### src/rtl/bp_pkg.sv
// Shared widths, state encoding and saturation bounds for the backprop weight-update stage.
// Optional build macro BP_ROUND_EN is consumed by bp_weight_step.
package bp_pkg;

    localparam int N_IN     = 8;
    localparam int XW       = 10;
    localparam int WW       = 8;
    localparam int FW       = 23;
    localparam int TW       = 4;
    localparam int ERRW     = 24;
    localparam int PRODW    = 35;
    localparam int LR_SHIFT = 12;
    localparam int IDXW     = 3;

    localparam logic [WW-1:0] WMAX = {WW{1'b1}};
    localparam logic [WW-1:0] WMIN = {WW{1'b0}};

    typedef logic [1:0] state_t;
    localparam state_t S_IDLE   = 2'd0;
    localparam state_t S_LOAD   = 2'd1;
    localparam state_t S_UPDATE = 2'd2;
    localparam state_t S_DONE   = 2'd3;

endpackage

### src/rtl/bp_weight_step.sv
// Combinational single-weight step: nw = sat(w - ((err * x) >>> LR_SHIFT)).
// BP_ROUND_EN defined: the shift rounds half up instead of flooring.
module bp_weight_step
    import bp_pkg::*;
(
    input  logic signed [ERRW-1:0] err,
    input  logic        [XW-1:0]   x,
    input  logic        [WW-1:0]   w,
    output logic        [WW-1:0]   nw
);

    logic signed [PRODW-1:0] err_ext;
    logic signed [PRODW-1:0] x_ext;
    logic signed [PRODW-1:0] prod;
    logic signed [PRODW-1:0] prod_adj;
    logic signed [PRODW-1:0] delta;
    logic signed [PRODW-1:0] diff;

    assign err_ext = {{(PRODW-ERRW){err[ERRW-1]}}, err};
    assign x_ext   = $signed({{(PRODW-XW){1'b0}}, x});
    assign prod    = err_ext * x_ext;

`ifdef BP_ROUND_EN
    localparam logic signed [PRODW-1:0] HALF = PRODW'(2**(LR_SHIFT-1));
    assign prod_adj = prod + HALF;
`else
    assign prod_adj = prod;
`endif

    assign delta = prod_adj >>> LR_SHIFT;
    assign diff  = $signed({{(PRODW-WW){1'b0}}, w}) - delta;

    // Clamp the updated weight into the unsigned 1.7 range.
    always_comb begin
        nw = diff[WW-1:0];
        if (diff[PRODW-1])
            nw = WMIN;
        else if (|diff[PRODW-2:WW])
            nw = WMAX;
    end

endmodule

### src/rtl/bp_weight_update.sv
// Backprop weight-update stage: captures a prediction/target/input/weight set, then
// updates one weight per cycle and publishes the whole vector at once in DONE.
// Optional build macro BP_ROUND_EN (round-half-up delta, applied in bp_weight_step).
//
// state    | meaning
// ---------+---------------------------------------------------------------
// S_IDLE   | waiting for start_i; inputs captured on the accepting edge
// S_LOAD   | err = final - target registered; err==0 skips straight to DONE
// S_UPDATE | one weight per cycle, idx 0..N_IN-1
// S_DONE   | weights_o valid, done_o pulse, zero_grad_o if err was zero
module bp_weight_update
    import bp_pkg::*;
(
    input  logic                 clk_i,
    input  logic                 rst_i,
    input  logic                 start_i,
    input  logic [FW-1:0]        final_i,
    input  logic [TW-1:0]        target_i,
    input  logic [N_IN*XW-1:0]   x_i,
    input  logic [N_IN*WW-1:0]   weights_i,
    output logic [N_IN*WW-1:0]   weights_o,
    output logic                 busy_o,
    output logic                 done_o,
    output logic                 zero_grad_o
);

    state_t                  state;
    logic [FW-1:0]           final_q;
    logic [TW-1:0]           target_q;
    logic [N_IN*XW-1:0]      x_q;
    logic [N_IN*WW-1:0]      work_q;
    logic [N_IN*WW-1:0]      work_upd;
    logic signed [ERRW-1:0]  err_q;
    logic signed [ERRW-1:0]  err_next;
    logic [IDXW-1:0]         idx_q;
    logic [XW-1:0]           x_sel;
    logic [WW-1:0]           w_sel;
    logic [WW-1:0]           nw;

    assign err_next = $signed({1'b0, final_q}) - $signed({{(ERRW-TW){1'b0}}, target_q});
    assign x_sel    = x_q[int'(idx_q)*XW +: XW];
    assign w_sel    = work_q[int'(idx_q)*WW +: WW];

    bp_weight_step u_step (
        .err (err_q),
        .x   (x_sel),
        .w   (w_sel),
        .nw  (nw)
    );

    // Working vector with the current slot replaced, so the last write can go
    // straight to weights_o on the edge that enters DONE.
    always_comb begin
        work_upd = work_q;
        work_upd[int'(idx_q)*WW +: WW] = nw;
    end

    // Sequencer, capture registers, working vector and output register.
    always_ff @(posedge clk_i or negedge rst_i) begin
        if (!rst_i) begin
            state     <= S_IDLE;
            final_q   <= '0;
            target_q  <= '0;
            x_q       <= '0;
            work_q    <= '0;
            err_q     <= '0;
            idx_q     <= '0;
            weights_o <= '0;
        end else begin
            case (state)
                S_IDLE: begin
                    if (start_i) begin
                        final_q  <= final_i;
                        target_q <= target_i;
                        x_q      <= x_i;
                        work_q   <= weights_i;
                        state    <= S_LOAD;
                    end
                end
                S_LOAD: begin
                    err_q <= err_next;
                    idx_q <= '0;
                    if (err_next == '0) begin
                        weights_o <= work_q;
                        state     <= S_DONE;
                    end else begin
                        state <= S_UPDATE;
                    end
                end
                S_UPDATE: begin
                    work_q <= work_upd;
                    idx_q  <= idx_q + 1'b1;
                    if (idx_q == IDXW'(N_IN-1)) begin
                        weights_o <= work_upd;
                        state     <= S_DONE;
                    end
                end
                default: begin
                    state <= S_IDLE;
                end
            endcase
        end
    end

    assign busy_o      = (state == S_LOAD) || (state == S_UPDATE);
    assign done_o      = (state == S_DONE);
    assign zero_grad_o = (state == S_DONE) && (err_q == '0);

endmodule
### config.mk
export PLATFORM = sky130hd
export DESIGN_NAME = bp_weight_update
export DESIGN_NICKNAME = d
export VERILOG_FILES = /design/src/rtl/bp_pkg.sv /design/src/rtl/bp_weight_step.sv /design/src/rtl/bp_weight_update.sv
export SDC_FILE = /design/constraint.sdc
export NUM_CORES = 1
export LEC_CHECK = 0
export BUFFER_PORTS_ARGS = -buffer_cell sky130_fd_sc_hd__buf_2
export CORE_ASPECT_RATIO = 1.25
export CORE_MARGIN = 4
export CORE_UTILIZATION = 50
export DETAILED_ROUTE_END_ITERATION = 7
export PLACE_DENSITY = 0.71
export RECOVER_POWER = 100
export SYNTH_ARGS = -nofsm -noshare
export SYNTH_HDL_FRONTEND = slang
export SYNTH_SLANG_ARGS = --single-unit
### constraint.sdc
create_clock -name clk_i -period 22.5 [get_ports clk_i]
set_input_delay 3.375 -clock clk_i [delete_from_list [all_inputs] [get_ports clk_i]]
set_output_delay 3.375 -clock clk_i [all_outputs]
set_load 0.03 [all_outputs]
== Word level (Yosys, flattened, before mapping) ==
Index checks and enable logic that the tools add are counted.

* Input port bits: 174
* Output and inout bits: 67
* Logic and storage cells: 50
* Register bits after elaboration: 264

* Shifts and indexed selects: 4
* Reductions and logical operators: 12
* Add/subtract/negate cells: 4
* Multiply operators: 2
* Eq/ne operators: 7
* Multiplexer cells: 13

{| class="wikitable"
|+ Operators with widths
! cell !! count
|-
| 64-bit one-hot mux with 2 select lines || 2
|-
| 64-bit 2-to-1 mux || 3
|-
| 80-bit by 8-bit variable part select with 10-bit output || 1
|-
| 64-bit bitwise mux || 1
|-
| 8-bit by 33-bit variable shift with 64-bit output, first input constant || 1
|-
| 64-bit by 7-bit variable part select with 8-bit output || 1
|-
| 8-bit by 33-bit variable part select with 64-bit output || 1
|-
| 24-bit logical NOT || 2
|-
| 24-bit by 11-bit multiplier with 35-bit output || 1
|-
| 6-bit negator with 33-bit output || 1
|-
| 26-bit OR reduction || 1
|-
| 23-bit by 4-bit subtractor with 24-bit output || 1
|-
| 9-bit by 23-bit subtractor with 24-bit output || 1
|-
| 8-bit 2-to-1 mux || 2
|-
| 3-bit by 3-bit multiplier with 6-bit output, second input constant || 1
|-
| 2-bit != test, second input constant || 3
|-
| 2-bit one-hot mux with 3 select lines || 1
|-
| 3-bit one-hot mux with 2 select lines || 1
|-
| 2-bit AND reduction || 3
|-
| 2-bit == test, second input constant || 2
|-
| 2-bit 2-to-1 mux || 2
|-
| 2-bit nonzero test || 2
|-
| 3-bit by 1-bit adder with 3-bit output, second input constant || 1
|-
| 3-bit == test, second input constant || 1
|-
| 6 further kinds || 6
|}

== Longest topological paths before layout ==
Gate-level depths: netlist of the first run.

* Depth in word-level cells: 11
* Depth in mapped cells: 40
* Mapped depth without buffers: 34

== Cells and area by module ==
Synthesis of the first run repeated with hierarchy kept, for this count alone.

* Cells, all modules: 2,276
* Area total of the unflattened synthesis: 22,853.2 µm²

{| class="wikitable"
|+ By module, submodules not included
! module !! seq. area each (µm²) !! area an instance (µm²) !! instances !! cells an instance
|-
| bp_weight_update || 6,606.3 || 13,371.6 || 1 || 1,178
|-
| bp_weight_step || 0.0 || 9,481.6 || 1 || 1,098
|}

== Least setup slack after synthesis of the first run ==
Ideal clock, no wire load.

* Path type: register to register
* Start point: reg idx_q[0]
* End point: reg weights_o[10]
* Path slack: 13.341 ns
* Clock period less this slack: 9.159 ns
* Data required time: 22.370 ns
* Arrival time: 9.029 ns
* Stages on the path, launching flop included: 37
* Library setup time: 0.130 ns
* Buffers on the path: 5
* Cells stage by stage: dfrtp_1 > buf_6 > buf_1 > mux4_2 > nand2_1 > nand2_1 > clkbuf_1 > and2_1 > fa_1 > inv_1 > fa_1 > inv_1 > fa_1 > fa_1 > fa_1 > ha_1 > clkbuf_1 > a21oi_1 > o21ai_0 > a21oi_1 > o21a_1 > xnor2_1 > inv_1 > ha_1 > nor2b_1 > o21a_1 > o21ai_0 > a21oi_1 > o21ai_0 > a21oi_1 > and3_1 > or4_1 > nand2_1 > nand4_4 > nor4_4 > buf_6 > o22ai_1

* Word-level cells in the longest chain between the ends: 11
* Elaborated cells on any way between the ends: 17
* Classes of those cells: add/sub: 2; mul: 2; eq/ne: 2; shift: 4; mux: 5; reduce/logical: 2

{| class="wikitable"
|+ Ends and longest elaborated chain
! what !! RTL line !! source
|-
| from (decl) || bp_weight_update.sv:35 || <nowiki>logic [IDXW-1:0] idx_q;</nowiki>
|-
| from (signal assigned) || bp_weight_update.sv:92 || <nowiki>idx_q <= idx_q + 1'b1;</nowiki>
|-
| 3-bit by 3-bit multiplier with 6-bit output || bp_weight_update.sv:41 || <nowiki>assign x_sel = x_q[int'(idx_q)*XW +: XW];</nowiki>
|-
| 80-bit by 8-bit variable part select with 10-bit output || bp_weight_update.sv:41 ||
|-
| 24-bit by 11-bit multiplier with 35-bit output || bp_weight_step.sv:21 || <nowiki>assign prod = err_ext * x_ext;</nowiki>
|-
| 9-bit by 23-bit subtractor with 24-bit output || bp_weight_step.sv:31 || <nowiki>assign diff = $signed({{(PRODW-WW){1'b0}}, w}) - delta;</nowiki>
|-
| 26-bit OR reduction || bp_weight_step.sv:38 || <nowiki>else if (|diff[PRODW-2:WW])</nowiki>
|-
| 8-bit 2-to-1 mux || bp_weight_step.sv:38 ||
|-
| 8-bit 2-to-1 mux || bp_weight_step.sv:36 || <nowiki>if (diff[PRODW-1])</nowiki>
|-
| 8-bit by 33-bit variable part select with 64-bit output || bp_weight_update.sv:55 || <nowiki>work_upd[int'(idx_q)*WW +: WW] = nw;</nowiki>
|-
| 64-bit bitwise mux || bp_weight_update.sv:55 ||
|-
| 64-bit 2-to-1 mux || bp_weight_update.sv:93 || <nowiki>if (idx_q == IDXW'(N_IN-1)) begin</nowiki>
|-
| 64-bit one-hot mux with 2 select lines || bp_weight_update.sv:70 || <nowiki>case (state)</nowiki>
|-
| to (signal assigned) || bp_weight_update.sv:84 || <nowiki>weights_o <= work_q;</nowiki>
|-
| to (signal assigned) || bp_weight_update.sv:94 || <nowiki>weights_o <= work_upd;</nowiki>
|-
| to (decl) || bp_weight_update.sv:21 || <nowiki>output logic [N_IN*WW-1:0] weights_o,</nowiki>
|}

Parallel ways exist; a longest one is shown, timed or not. The select of a mux whose other input is x is not followed.
A chain may end at the register's enable or synchronous reset.

==> results.json, run 1 <==
{
  "status": "complete, but fails checks",
  "violations": "capacitance limit, slew limit",
  "postPlaceCellArea_mm2": 0.0243,
  "cts_buffer_depth": 3,
  "start_kind": "input pin",
  "drive_gt1_share_pct": 16.1,
  "die_x_um": 199,
  "grt_pass1_vias": 19800,
  "pin_count": 241,
  "ys.flop_type": "dfrtp_1",
  "max-slew-margin-rel_pct": -290,
  "drt-total-wl_mm": 68.2,
  "async_flop_share_pct": 100,
  "rsz0062_at_grt": "no",
  "max_freq_ghz": 0.0717,
  "synth_top_area_share_pct": 29.0,
  "min_period_ps": 13950,
  "dieArea_mm2": 0.0491,
  "area_delta_synth_final_pct": 9.56,
  "crit_path_top_delay_cell": "clkbuf_1",
  "setup_viol": 0,
  "hp-class": "reg -> reg",
  "drc": 0,
  "synth-seq-area-share_pct": 29.0,
  "h-tree-depth": 1,
  "multi_input_area_mm2": 0.0147,
  "end_kind": "asynchronous set/reset pin",
  "final_hold_viol_count": 0,
  "fillers": 4026,
  "dr.first_iter.drc_count": 1595,
  "clk_pin_slew_worst_paths_ps": 60,
  "synth_edf_count": 0,
  "path_max_fanout": 111,
  "wl_per_cell_um": 22.0,
  "finalInstanceArea_mm2": 0.0250,
  "fin_util_pct": 55.3,
  "grt_max_degree": 112,
  "hold-worst-slack_ps": 496,
  "netlist_area_mm2": 0.0228,
  "tightest_slew_ps": 5850,
  "grt_overflow": 0,
  "slew_violations": 529,
  "slowest_delay_ps": 4010,
  "port_buffers": 240,
  "clock_latency_ps": 560,
  "syn_inst": 2350,
  "area.sequential_mm2": 0.00661,
  "crit_path_frequent_cell": "clkbuf_1",
  "synth_largest_area_cell": "dfrtp_1",
  "via_per_inst": 6.11,
  "crit_required_ps": 22160,
  "post_cts_resized": 0,
  "cts_tree": "built",
  "syn-num-nets": 2831,
  "cts_buffers": 27,
  "critPathKind": "in -> async",
  "grt_pass1_wl_mm": 109,
  "cts_hold_buf": 0,
  "drv_cap": 12,
  "start_util_pct": 50.5,
  "vias": 18900,
  "cts-root-buf": "clkbuf_16",
  "path_cells": "clkbuf_1, clkbuf_1, clkbuf_1",
  "critPathArrivalTime_ps": 13610,
  "ant_nets": 0,
  "fin_skew_ps": 13.3,
  "syn_area_per_cell_um2": 9.71,
  "gp_congestion": 0.982,
  "yosys-top-cells-area": "dfrtp_1 (29%), fa_1 (18%), mux2_2 (5.6%)",
  "postCtsSetupBuffers": 0,
  "fin_crit_sh_pct": 62.0,
  "final.setup.tns_ps": 0,
  "ys_seq_elements": 264,
  "yosys_warnings": 0,
  "die_y_um": 247,
  "synth.distinct_cells": 85,
  "rows": 87,
  "antenna_found_initial": 2,
  "core-area_mm2": 0.0452,
  "grt.total_usage_pct": 27.8,
  "dr.pass1.iters": 5,
  "cts.sinks": 264,
  "dpl.hpwl_mm": 51.8,
  "fin_nets": 2979
}
[cell type report]
cell class	count	share of cell area [%]
flip-flops and latches	264	26.4
clock buffers	36	2.96
multi-input cells	1717	58.7
repair buffers	257	4.87
clock inverters	12	0.641
well taps	578	2.89
inverters	231	3.47
diodes	1	0.0100
[synth_stat cells, types with 12 or more instances]
master and number:
clkbuf_1 107, mux4_2 34, nand4_1 24, nor3_1 17
a21o_1 18, nand3_1 42, nand2_1 206, o21ai_1 57
and3_1 63, and2_1 71, xnor2_1 33, o22ai_1 32
a21oi_1 148, buf_2 15, nor2b_1 54, dfrtp_1 264
or2_2 12, nor4_1 20, ha_1 97, a22oi_1 62
o21a_1 14, xor2_1 12, o21ai_0 88, fa_1 210
nor2_1 139, mux2_2 114, inv_1 230
[worst paths after layout]
path                               start       endpoint  slack (ps)  cells after the start
setup / recovery                   rst_i   weights_o[7]        8550                      3
max in group clk_i              idx_q[0]  weights_o[42]        9010                     30
min in group asynchronous          rst_i        x_q[64]        4980                      1
setup reg to reg                idx_q[0]  weights_o[42]        9010                     30
hold reg to reg            weights_o[59]  weights_o[59]         500                      2
hold / removal             weights_o[59]  weights_o[59]         500                      2
[cells by family (layout without fill, tap and decap cells)]
logic type	Yosys count	count (layout)	share of synthesized area, %
flip-flops	264	264	29.0
multiplexers	157	157	9.40
adder cells (fa/ha/maj)	307	307	23.7
buffers and inverters	369	536	6.42
XOR/XNOR	45	45	1.73
AND/OR/NAND/NOR	704	704	16.0
other	0	1	0
AO/OA/AOI/OAI	504	504	13.7
[per-stage QoR]
step	cells	worst slack (ps)
final	3096	8550
after global routing	3095	6620
after CTS	3095	11220
after detailed placement	3047	11280
after global placement	3047	11620
after floorplan	2350	13340
[cell usage in the layout, fill, tap and decap left out, types with 82 or more instances in the layout]
cell        n
clkbuf_1   82
a21oi_1   147
mux2_2    112
inv_1     230
nand2_1   206
dfrtp_1   264
ha_1       97
nor2_1    139
buf_2     171
fa_1      210
o21ai_0   136
[state kept, by name, indices dropped and copies added (netlist names)]
name,flops
target_q,4
weights_o,64
final_q,23
err_q,24
idx_q,3
x_q,80
work_q,64
state,2
[routing by layer]
layer / track usage, % / part of all wire (%) / vias up
met5: 0 / 0.019 / -
met4: 11.2 / 4.8 / 2
met3: 4.18 / 7.4 / 195
met2: 47.1 / 49 / 837
met1: 36.0 / 38 / 9525
li1: - / - / 8369
[critical path, delay by kind of cell]
family	cells	cell delay, ps
buffers and inverters	3	10050
Power of run 1 is left out: the tool's default activity adds up to more than one toggle a clock period on the data nets, which glitch-free logic cannot reach.
==> run 2: changes to the inputs <==
ABC_AREA = 1   (was not set)
PLACE_DENSITY = 0.7   (was 0.71)
clock period = 14 ns   (was 22.5 ns; I/O delays follow)
==> run 2 against run 1 <==
  * Worst hold slack worse by 20 ps
  * Clock skew is 11 ps higher
  * First-iteration DRC count is 31% higher
  * Clock-buffer cell count is 4 higher
  * The flow still finishes with violations (capacitance limit, slew limit)
  * Sequential cell count stayed put
  * Non-clock buffer count is 1 higher
  * Via count is 12% higher
==> results.json, run 2 <==
{
  "final_hold_viol_count": 0,
  "crit_path_frequent_cell": "nand2_1",
  "dieArea_mm2": 0.0496,
  "fin_nets": 3621,
  "synth.distinct_cells": 52,
  "rows": 87,
  "cts-root-buf": "clkbuf_16",
  "dp_cells": 3688,
  "drt-total-wl_mm": 70.4,
  "critPathArrivalTime_ps": 12160,
  "netlist_area_mm2": 0.0230,
  "fin_crit_sh_pct": 84.0,
  "grt_pass1_wl_mm": 114,
  "hold_depth": 2,
  "hp-start": "x_q[54]",
  "rr_startpoint": "idx_q[0]",
  "critPathKind": "reg -> reg",
  "crit_required_ps": 14390,
  "clk_pin_slew_worst_paths_ps": 70,
  "pin_count": 241,
  "dpl.hpwl_mm": 53.2,
  "hp-class": "reg -> reg",
  "via_per_inst": 5.68,
  "rrSetupSlack_ps": 2240,
  "ys_seq_elements": 264,
  "largest_register_ff_count": 80,
  "r2r_end": "work_q[36]",
  "cts_buffers": 28,
  "setup_viol": 0,
  "cts_buffer_depth": 3,
  "min_period_ps": 11760,
  "final_common_cell": "nand2_1",
  "antenna_found_initial": 2,
  "layoutNonFillerInstCount": 3740,
  "dr.first_iter.drc_count": 2082,
  "clock_latency_ps": 580,
  "reg_top3": "x_q (80), weights_o (64), work_q (64)",
  "fin_skew_ps": 24.6,
  "grt.total_usage_pct": 28.6,
  "h-tree-depth": 1,
  "final.setup.tns_ps": 0,
  "final_cell_mix": "nand2_1 (656), inv_1 (432), nor2_1 (350)",
  "hold-worst-slack_ps": 476,
  "top_register": "x_q",
  "path_max_fanout": 61,
  "met2_length_mm": 33.2,
  "routed.top_layer": "met5",
  "grt_overflow": 0,
  "m1WireLength_mm": 27.8,
  "drive_gt1_share_pct": 8.19,
  "postCtsSetupBuffers": 0,
  "end_kind": "flop",
  "slew_violations": 521,
  "cts_hold_buf": 0,
  "ys_top_cells_by_count": "nand2_1 (657), inv_1 (432), a21oi_1 (349), nor2_1 (348), dfrtp_1 (264)",
  "die_x_um": 200,
  "post_cts_resized": 0,
  "r2r_cells": 45,
  "area_delta_synth_final_pct": 9.20,
  "dr.pass1.iters": 6,
  "async_flop_share_pct": 100,
  "yosys-top-cells-area": "dfrtp_1 (29%), fa_1 (18%), nand2_1 (11%)",
  "grt_max_degree": 124,
  "ant_nets": 0,
  "rsz0062_at_grt": "no",
  "cts_tree": "built",
  "max-slew-margin-rel_pct": -344,
  "drc": 0,
  "synth_top_area_share_pct": 28.7,
  "max_freq_ghz": 0.0850,
  "start_kind": "flop",
  "start_util_pct": 50.8,
  "port_buffers": 240,
  "tightest_slew_ps": 6660,
  "status": "complete, but fails checks",
  "slowest_delay_ps": 1310,
  "violations": "capacitance limit, slew limit",
  "wl_met3_mm": 5.40,
  "yosys_warnings": 0,
  "synth.most_common_cell": "nand2_1",
  "syn-num-nets": 3465,
  "drv_cap": 6,
  "vias": 21200,
  "cts.sinks": 264,
  "syn_area_per_cell_um2": 7.72,
  "crit_path_top_delay_cell": "inv_1",
  "syn_inst": 2984,
  "wl_per_cell_um": 18.8,
  "core-area_mm2": 0.0454,
  "synth_edf_count": 0,
  "diodes": 0,
  "holdPathEnd": "x_q[54]",
  "synth_largest_area_cell": "dfrtp_1",
  "ys.flop_type": "dfrtp_1",
  "die_y_um": 248,
  "synth-seq-area-share_pct": 28.7,
  "grt_pass1_vias": 21800,
  "gp_congestion": 0.986
}
## run 2: cell types whose count changed after synthesis, sizes merged, moves of 30 or more
cell,delta
nand2,+458
nor2,+217
inv,+203
a21oi,+201
mux2,-115
and2,-71
and3,-60
nor2b,-54
mux4,-34
a22oi,-30
o22ai,-30
## run 2: kinds of logic (layout without fill, tap and decap cells)
kind of cell / count (synthesis) / count (layout) / share of synthesized area, %
flops: 264 / 264 / 28.7
xor+xnor: 44 / 44 / 1.71
mux: 2 / 2 / 0.0869
buf+inv: 573 / 751 / 9.54
compound gates: 642 / 642 / 15.7
simple gates: 1152 / 1152 / 20.8
fa+ha+maj: 307 / 307 / 23.5
## run 2: worst max path at each step
stage	start	to	slack (ps)
3_5_place_dp	idx_q[0]	work_q[36]	3510
3_3_place_gp	idx_q[0]	work_q[39]	3690
4_1_cts	idx_q[0]	work_q[36]	3450
5_1_grt	idx_q[0]	work_q[36]	1300
2_1_floorplan	idx_q[0]	work_q[38]	5460
6_report	idx_q[0]	work_q[36]	2240
## run 2: worst max-delay path, delay by kind of cell, from the launching register on
| family | cells | cell delay [ps] |
|---|---|---|
| buf+inv | 8 | 2330 |
| xor+xnor | 1 | 250 |
| simple gates | 18 | 2990 |
| flops | 1 | 400 |
| compound gates | 11 | 2250 |
| fa+ha+maj | 7 | 3350 |
## run 2: routing by layer
layer,GRT usage (%),vias to the layer above
met5,0,-
met4,13.3,4
met3,3.71,239
met2,46.8,980
met1,37.7,10200
li1,-,9796
## run 2: final cells by class
class,instances,area (um2)
Inverter,441,1660
Clock inverter,12,110
Fill cell,4325,20200
Clock buffer,40,766
Sequential cell,264,6610
Multi-Input combinational cell,2147,14100
Timing Repair Buffer,258,1230
Tap cell,578,723
## run 2: through the flow
step,instance area (um2),utilization [%],setup WS [ps]
2_1_floorplan,23000,-,5460
6_report,25200,55.4,2240
4_1_cts,25500,56.1,3450
3_5_place_dp,24600,54.2,3510
5_1_grt,25200,55.4,1300
3_3_place_gp,24600,54.2,3690
Power of run 2 is left out for the same reason.
